<file path="config.mk">
export PLATFORM = sky130hd
export DESIGN_NAME = cmprs_afi_aw_issue
export DESIGN_NICKNAME = d
export VERILOG_FILES = /design/src/rtl/cmprs_afi_aw_issue.sv
export SDC_FILE = /design/constraint.sdc
export NUM_CORES = 1
export LEC_CHECK = 0
export CAP_MARGIN = 30
export CORE_MARGIN = 3
export CORE_UTILIZATION = 60
export DETAILED_ROUTE_END_ITERATION = 8
export PLACE_DENSITY = 0.77
export SYNTH_ARGS = -nofsm -noshare
export SYNTH_HDL_FRONTEND = slang
export SYNTH_SLANG_ARGS = --single-unit
export TNS_END_PERCENT = 1
</file>
<file path="constraint.sdc">
create_clock -name hclk -period 15.3 [get_ports hclk]
set_input_delay 2.295 -clock hclk [delete_from_list [all_inputs] [get_ports hclk]]
set_output_delay 2.295 -clock hclk [all_outputs]
set_load 0.01 [all_outputs]
</file>
<file path="src/rtl/cmprs_afi_aw_issue.sv">
// Compressor AFI write-address issuer.
// Turns arbiter burst requests for 4 channels into AXI AW bursts, clipping
// each burst at the circular-buffer end and at 4KB boundaries, and advances
// the per-channel 32-byte chunk pointers on every AW handshake.
module cmprs_afi_aw_issue #(
   parameter int AFI_ADDR_W = 32
) (
   input  logic                  hclk,
   input  logic                  hrst,
   input  logic                  en,
   input  logic [26:0]           sa_len_di,
   input  logic [2:0]            sa_len_wa,
   input  logic                  sa_len_we,
   input  logic [3:0]            reset_pointers,
   input  logic                  req_valid,
   output logic                  req_ready,
   input  logic [1:0]            req_chn,
   input  logic [2:0]            req_chunks,
   input  logic                  req_eof,
   output logic                  afi_awvalid,
   input  logic                  afi_awready,
   output logic [AFI_ADDR_W-1:0] afi_awaddr,
   output logic [5:0]            afi_awid,
   output logic [3:0]            afi_awlen,
   output logic [1:0]            afi_awsize,
   output logic [1:0]            afi_awburst,
   output logic                  burst_done,
   output logic [1:0]            burst_chn,
   output logic [2:0]            burst_chunks,
   output logic [2:0]            burst_rem,
   input  logic [1:0]            chunk_ptr_ra,
   output logic [26:0]           chunk_ptr_rd
);

   typedef enum logic [2:0] {S_IDLE, S_RD, S_CALC, S_AW, S_RST} state_t;

   state_t      state, state_nxt;

   logic        en_d;
   logic        en_rise;
   logic [3:0]  pend;
   logic [3:0]  pend_clr;
   logic [1:0]  low_chn;
   logic [1:0]  rst_chn;
   logic        accept;
   logic        aw_hs;

   logic [26:0] sa_len [8];
   logic [26:0] ptr [4];

   // request fields captured at accept
   logic [1:0]  r_chn;
   logic [2:0]  r_chunks;
   logic        r_eof;

   // buffer state captured in RD
   logic [26:0] l_ptr, l_start, l_len;

   // CALC combinational results
   logic [26:0] sum_c, rem_buf_c, nsum_c, nptr_c;
   logic [7:0]  to4k_c;
   logic [2:0]  n_c;
   logic        eof_c;

   // results carried into AW
   logic [2:0]  n_r;
   logic [26:0] nptr_r;

   assign en_rise      = en && !en_d;
   assign accept       = req_valid && req_ready;
   assign aw_hs        = (state == S_AW) && afi_awready;
   assign afi_awsize   = 2'b11;
   assign afi_awburst  = 2'b01;
   assign chunk_ptr_rd = ptr[chunk_ptr_ra];

   // state register
   always_ff @(posedge hclk) begin
      if (hrst) state <= S_IDLE;
      else      state <= state_nxt;
   end

   // next state: pending pointer resets win over new requests
   always_comb begin
      state_nxt = state;
      case (state)
         S_IDLE: begin
            if (pend != 4'd0) state_nxt = S_RST;
            else if (accept)  state_nxt = S_RD;
         end
         S_RD:   state_nxt = S_CALC;
         S_CALC: state_nxt = S_AW;
         S_AW:   if (afi_awready) state_nxt = S_IDLE;
         S_RST:  state_nxt = S_IDLE;
         default: state_nxt = S_IDLE;
      endcase
   end

   // outputs decoded from state; a rising en blocks accepts until its resets land
   always_comb begin
      req_ready   = (state == S_IDLE) && en && !en_rise && (pend == 4'd0);
      afi_awvalid = (state == S_AW);
   end

   // lowest pending channel is reset first
   always_comb begin
      low_chn = 2'd0;
      for (int i = 3; i >= 0; i--)
         if (pend[i]) low_chn = 2'(i);
   end

   // one-hot clear of the channel being reset this cycle
   always_comb begin
      pend_clr = 4'd0;
      if (state == S_RST) pend_clr[rst_chn] = 1'b1;
   end

   // pending reset mask: new requests OR in, served ones drop out
   always_ff @(posedge hclk) begin
      if (hrst) begin
         en_d    <= 1'b0;
         pend    <= 4'd0;
         rst_chn <= 2'd0;
      end else begin
         en_d <= en;
         pend <= (pend & ~pend_clr) | reset_pointers | {4{en_rise}};
         if (state == S_IDLE && pend != 4'd0) rst_chn <= low_chn;
      end
   end

   // start/length RAM, not reset
   always_ff @(posedge hclk) begin
      if (sa_len_we) sa_len[sa_len_wa] <= sa_len_di;
   end

   // chunk pointers: advanced on AW handshake, cleared in RST
   always_ff @(posedge hclk) begin
      if (hrst) begin
         for (int i = 0; i < 4; i++) ptr[i] <= 27'd0;
      end else if (aw_hs) begin
         ptr[r_chn] <= nptr_r;
      end else if (state == S_RST) begin
         ptr[rst_chn] <= 27'd0;
      end
   end

   // capture request on accept, buffer state in RD
   always_ff @(posedge hclk) begin
      if (hrst) begin
         r_chn    <= 2'd0;
         r_chunks <= 3'd0;
         r_eof    <= 1'b0;
         l_ptr    <= 27'd0;
         l_start  <= 27'd0;
         l_len    <= 27'd0;
      end else begin
         if (state == S_IDLE && pend == 4'd0 && accept) begin
            r_chn    <= req_chn;
            r_chunks <= req_chunks;
            r_eof    <= req_eof;
         end
         if (state == S_RD) begin
            l_ptr   <= ptr[r_chn];
            l_start <= sa_len[{1'b0, r_chn}];
            l_len   <= sa_len[{1'b1, r_chn}];
         end
      end
   end

   // burst size: min(requested, left in buffer, left in 4KB page)
   always_comb begin
      sum_c     = l_start + l_ptr;
      rem_buf_c = l_len - l_ptr;
      to4k_c    = 8'd128 - {1'b0, sum_c[6:0]};
      n_c       = r_chunks;
      if (rem_buf_c < {24'd0, n_c}) n_c = rem_buf_c[2:0];
      if (to4k_c < {5'd0, n_c})     n_c = to4k_c[2:0];
      nsum_c    = l_ptr + {24'd0, n_c};
      nptr_c    = (nsum_c == l_len) ? 27'd0 : nsum_c;
      eof_c     = r_eof && (n_c == r_chunks);
   end

   // AW payload registered at end of CALC, held until handshake
   always_ff @(posedge hclk) begin
      if (hrst) begin
         afi_awaddr <= '0;
         afi_awid   <= 6'd0;
         afi_awlen  <= 4'd0;
         n_r        <= 3'd0;
         nptr_r     <= 27'd0;
      end else if (state == S_CALC) begin
         afi_awaddr <= AFI_ADDR_W'({sum_c, 5'b0});
         afi_awid   <= {1'b0, 2'(n_c - 3'd1), eof_c, r_chn};
         afi_awlen  <= {2'(n_c - 3'd1), 2'b11};
         n_r        <= n_c;
         nptr_r     <= nptr_c;
      end
   end

   // per-burst notification to the W data mover
   always_ff @(posedge hclk) begin
      if (hrst) begin
         burst_done   <= 1'b0;
         burst_chn    <= 2'd0;
         burst_chunks <= 3'd0;
         burst_rem    <= 3'd0;
      end else begin
         burst_done <= aw_hs;
         if (aw_hs) begin
            burst_chn    <= r_chn;
            burst_chunks <= n_r;
            burst_rem    <= r_chunks - n_r;
         end
      end
   end

endmodule
</file>
* Word level (Yosys, flattened, before mapping)
Memories as Yosys holds them, arrays and structs flattened. A register that Yosys moved wholly into a read port is not among the register bits. Index checks and enable logic that the tools add are counted. W data, S select, Z words.
Cells by class: multiplexer cells 31, reductions and logical operators 19, order comparisons 4, bitwise operators 4, $add $sub $neg 6, equal/unequal tests 8
Operator list (count):
- $mux W27 | 3
- $reduce_or A27 Y1 | 2
- $add A27 B27 Y27 | 1
- $add A27 B3 Y27 | 1
- $eq A27 B27 Y1 | 1
- $lt A27 B3 Y1 | 1
- $sub A27 B27 Y27 | 1
- $mux W3 | 5
- $mux W1 | 14
- $mux W2 | 6
- $pmux W3 S4 | 1
- $logic_and A1 B1 Y1 | 11
- $lt A8 B3 Y1 | 1
- $or A4 B4 Y4 | 2
- $sub A8 B7 Y8 const A | 1
- $eq A3 B2 Y1 const B | 2
- $and A4 B4 Y4 | 1
- $logic_not A4 Y1 | 1
- $mux W4 | 1
- $not A4 Y4 | 1
- $reduce_bool A4 Y1 | 1
- $eq A3 B1 Y1 const B | 1
- $eq A3 B3 Y1 | 1
- $eq A3 B3 Y1 const B | 1
- 10 further kinds | 11
Word-level totals: memories 2, word-level logic and storage cells 90, RAM bits 324, register bits after elaboration 91
Memory list:
- sa_len | words 8, bits a word 27, rd ports 2, clocked after memory_dff 2, write ports 1, RTL line 48 | logic [26:0] sa_len [8];
- ptr | words 4, bits a word 27, rd ports 2, clocked after memory_dff 1, write ports 4, RTL line 49 | logic [26:0] ptr [4];

* Longest topological paths before layout
depth in word-level cells 9, depth in mapped cells 38, gate-level depth less buffers 36

* Worst setup path after synthesis
No wires, ideal clock.
path type reg-to-reg, from register l_len[0], read port of sa_len, to register nptr_r[10], arrival time 7.444 ns, library setup time 0.070 ns, data required time 15.230 ns, stages on the path, launching flop included 36, buffers on the path 2, slack 7.786 ns, cells stage by stage dfxtp_1 inv_1 ha_1 fa_1 nand2b_1 a21oi_2 o211ai_2 a211o_1 mux2i_1 or4_1 a2111o_1 nor4_4 and2_1 buf_4 mux2i_1 ha_1 a2111oi_2 nand3_1 o211a_2 mux2i_4 inv_1 fa_1 a21oi_1 nor4_1 nor2b_1 and2_1 or3b_1 xor2_1 xnor2_1 nor2_1 nand4_1 nor3_1 a21oi_1 clkbuf_1 nand2b_1 a21oi_1
Between the ends: word-level cells in the longest chain between the ends 8
RTL lines:
- start, declared | RTL line 57 | logic [26:0] l_ptr, l_start, l_len;
- $sub A27 B27 Y27 * | RTL line 172 | rem_buf_c = l_len - l_ptr;
- $lt A27 B3 Y1 | RTL line 175 | if (rem_buf_c < {24'd0, n_c}) n_c = rem_buf_c[2:0];
- $mux W3 * | RTL line 175
- $lt A8 B3 Y1 | RTL line 176 | if (to4k_c < {5'd0, n_c}) n_c = to4k_c[2:0];
- $mux W3 * | RTL line 176
- via n_c[1] | RTL line 62 | logic [2:0] n_c;
- $add A27 B3 Y27 * | RTL line 177 | nsum_c = l_ptr + {24'd0, n_c};
- $eq A27 B27 Y1 | RTL line 178 | nptr_c = (nsum_c == l_len) ? 27'd0 : nsum_c;
- $mux W27 * | RTL line 178
- end signal, assigned | RTL line 195 | nptr_r <= nptr_c;
- end, declared | RTL line 67 | logic [26:0] nptr_r;
Mark *: on every way through the listed nets, which the timed path passes. The rest lies on a longest branch. A chain may end at the register's enable or synchronous reset.

* Final worst setup path
from register l_ptr[9], read port of ptr, to register nptr_r[12]
Between the ends: word-level cells in the longest chain between the ends 8
RTL lines (RTL line):
- start, declared | 57
- $sub A27 B27 Y27 * | 172
- $lt A27 B3 Y1 * | 175
- $mux W3 * | 175
- $lt A8 B3 Y1 | 176
- $mux W3 * | 176
- via n_c[2] | 62
- $add A27 B3 Y27 * | 177
- $eq A27 B27 Y1 | 178
- $mux W27 * | 178
Marked as above.

==> load_flow_metrics.sql <==
INSERT INTO impl_metrics (metric_group, metric, value, unit) VALUES
('run_status', 'outcome', 'completed', ''),
('pwr', 'p_per_area', '107.8', 'nW/µm²'),
('global_routing', 'global_route.usage.total', '30.46', '%'),
('detailed_routing', 'dr_total_vias', '16330', ''),
('detailed_routing', 'detail_route.wl_per_cell', '23.74', 'µm'),
('global_routing', 'grt_antenna_before_repair', '0', ''),
('synth', 'area_leader_netlist', 'edfxtp_1', ''),
('die', 'num_rows', '71', ''),
('layout', 'layout.cell_area.non_filler', '26580', 'µm²'),
('global_routing', 'grt_pass1_vias', '15990', ''),
('synth', 'syn_inst', '1979', ''),
('synth', 'synthesis.area', '23180', 'µm²'),
('worst_setup_path', 'critical_path.reg2reg.startpoint', 'l_ptr[9]', ''),
('worst_hold_path', 'hold_path.startpoint', 'afi_awaddr[23]', ''),
('worst_setup_path', 'cp_data_arrival_time', '9.40', 'ns'),
('clock_tree', 'cts_hold_buffers', '0', ''),
('layout', 'final_core_util', '70.22', '%'),
('sta', 'worst_slack', '6.412', 'ns'),
('worst_setup_path', 'crit_path_max_incr_delay', '0.59', 'ns'),
('synth', 'edff_count_synth', '324', ''),
('sta', 'tns', '0', 'ns'),
('die', 'dieArea', '41030', 'µm²'),
('clock_tree', 'post-cts-setup-buffer-count', '0', ''),
('layout', 'final_layout_size_suffix_gt1_share', '12.12', '%'),
('clock_tree', 'cts.clk_slew.worst_paths', '0.06', 'ns'),
('worst_setup_path', 'worstReg2RegEnd', 'nptr_r[12]', ''),
('synth', 'synth_ff_type', 'edfxtp_1', ''),
('place', 'placed_area', '24870', 'µm²'),
('detailed_routing', 'avgViaCountPerCell', '6.226', ''),
('die', 'fp.dieH', '202.6', 'µm'),
('layout', 'area.growth.synth_to_final', '14.65', '%'),
('sta', 'min_period', '8.888', 'ns'),
('synth', 'yosys.cell_count.top_type', 'edfxtp_1', ''),
('pwr', 'power.ir.vdd_worst', '0.1440', 'mV'),
('die', 'initial_core_util', '61.25', '%'),
('place', 'post-dp-hpwl', '42450', 'µm'),
('clock_tree', 'clock_tree.buffer_depth', '3', ''),
('clock_tree', 'clock_tree.root_cell', 'clkbuf_16', ''),
('detailed_routing', 'detail_route.iter0.violations', '1625', ''),
('global_routing', 'maximum_number_of_pins_on_one_net_before_global_route_repair', '82', ''),
('clock_tree', 'cts_repair_resize_count', '0', ''),
('sta', 'slew_viol_final', '0', ''),
('place', 'port_buffers', '121', ''),
('synth', 'distinct_cell_type_count_of_the_synthesized_netlist', '77', ''),
('sta', 'hold_violations', '0', ''),
('sta', 'fin_worst_skew', '0.02331', 'ns'),
('clock_tree', 'cts_tree', 'done', ''),
('clock_tree', 'tritoncts.num_buffers', '49', ''),
('sta', 'clock.fmax', '112.5', 'MHz'),
('synth', 'area_fraction_of_the_dominant_cell_type_after_synthesis', '41.97', '%'),
('synth', 'synth_warnings', '0', ''),
('synth', 'synthArstFlopShare', '0', '%'),
('sta', 'post-route-period-util', '58.09', '%'),
('detailed_routing', 'postRouteWirelength', '62260', 'µm'),
('worst_setup_path', 'critical_path_required', '15.81', 'ns'),
('synth', 'synthesis.area_per_instance', '11.71', 'µm²'),
('place', 'finalWeightedCongestion', '0.9537', ''),
('detailed_routing', 'dr.pass1.iters', '5', ''),
('global_routing', 'grt_remaining_overflow', '0', ''),
('clock_tree', 'cts.sink_count', '493', ''),
('layout', 'fin_nets', '2186', ''),
('worst_hold_path', 'hold_end', 'afi_awaddr[23]', ''),
('die', 'die_width', '202.6', 'µm'),
('worst_setup_path', 'crit_fanout', '19', ''),
('worst_hold_path', 'worst_hold_path_type', 'reg2reg', ''),
('layout', 'insertedDiodeCount', '0', ''),
('detailed_routing', 'post-route-drc-count', '0', ''),
('synth', 'netlist_top_cells_area', 'edfxtp_1, dfxtp_1, mux4_2, nand2_1, a21oi_1', ''),
('die', 'core_area', '37840', 'µm²'),
('pwr', 'static_leak', '9.375', 'nW'),
('sta', 'unrepaired_setup_endpoints_after_global_routing', 'false', '');
[worst max-delay path: cells and delay by family, from the launching register on]
family          cells  cell delay, ns
simple gates       14            3.06
compound gates      8            2.60
fa+ha+maj           3            0.90
xor+xnor            2            0.68
flops               1            0.59
mux                 2            0.58
buf+inv             2            0.38
[metrics by stage]
stage | hold slack [ns] | total power, mW | std cells
after floorplan | 0.4366 | 1.574 | 1987
after global placement | 0.4347 | 1.636 | 2529
after detailed placement | 0.4454 | 1.643 | 2532
after CTS | 0.4529 | 2.882 | 2623
after global routing | 0.4698 | 2.938 | 2623
final | 0.4510 | 2.865 | 2623
[sequential cells by signal, summed over array words and instances, names as in the netlist, 2 cells and up]
signal,cells
sa_len,216
ptr,108
afi_awaddr,27
l_len,27
l_ptr,27
l_start,27
nptr_r,27
pend,4
afi_awid,3
afi_awlen,3
burst_chunks,3
burst_rem,3
n_r,3
r_chunks,3
state,3
burst_chn,2
r_chn,2
rst_chn,2
[logic make-up after synthesis]
| logic type | after synthesis | synth area share [%] |
|---|---|---|
| and+or+nand+nor | 672 | 12.68 |
| DFF | 493 | 56.57 |
| AOI/OAI and AO/OA | 341 | 9.155 |
| buffers and inverters | 196 | 3.433 |
| muxes | 121 | 11.11 |
| xor gates and xnor gates | 88 | 3.325 |
| adders and majority gates | 66 | 3.692 |
| other | 2 | 0.03240 |
[area by class of cell]
type	instances	area [µm²]
clock inverters	20	224.0
well taps	511	639.4
fillers	2592	11270
multi-input cells	1298	9346
flip-flops and latches	493	13120
clock buffers	71	1484
repair buffers	148	1454
inverters	82	307.8
[report_power, final]
part | total (mW) | internal, mW | switching (mW)
sequential | 1.48 | 1.46 | 0.0173
clock | 1.25 | 0.730 | 0.520
combinational | 0.139 | 0.0596 | 0.0792
total | 2.87 | 2.25 | 0.616
[worst max-delay path by stage]
| stage | depth (start not counted) | from | end |
|---|---|---|---|
| after global placement | 32 | l_len[0] | nptr_r[22] |
| after CTS | 33 | l_len[0] | nptr_r[11] |
| final | 31 | l_ptr[9] | nptr_r[12] |
| after floorplan | 35 | l_len[0] | nptr_r[10] |
| after detailed placement | 33 | l_len[0] | nptr_r[11] |
| after global routing | 32 | l_ptr[18] | nptr_r[3] |
[cells in the final DEF, fill, tap and decap left out, drive strengths merged, types with 12 or more instances in the layout]
cell type / netlist / routed
a211oi: 13 / 13
nand4: 13 / 13
clkdlybuf4s50: 0 / 119
a21o: 12 / 12
nand2b: 33 / 33
clkinv: 0 / 14
edfxtp: 324 / 324
nor2: 168 / 168
nand3: 39 / 39
buf: 38 / 29
mux4: 108 / 108
dfxtp: 169 / 169
inv: 82 / 84
nor3: 26 / 26
xnor2: 71 / 71
o21ai: 39 / 39
clkbuf: 76 / 71
ha: 62 / 62
xor2: 17 / 17
and3: 15 / 15
mux2i: 13 / 13
a21oi: 186 / 186
nand2: 322 / 322
[routing by layer]
layer | track usage (%) | vias up | wire [µm]
met2 | 50.04 | 807 | 30010
met3 | 4.409 | 153 | 4610
met1 | 41.81 | 8014 | 25090
met4 | 11.73 | 0 | 2556
li1 | - | 7357 | -
met5 | 0 | - | 0
(Power assumes the default switching activity.)
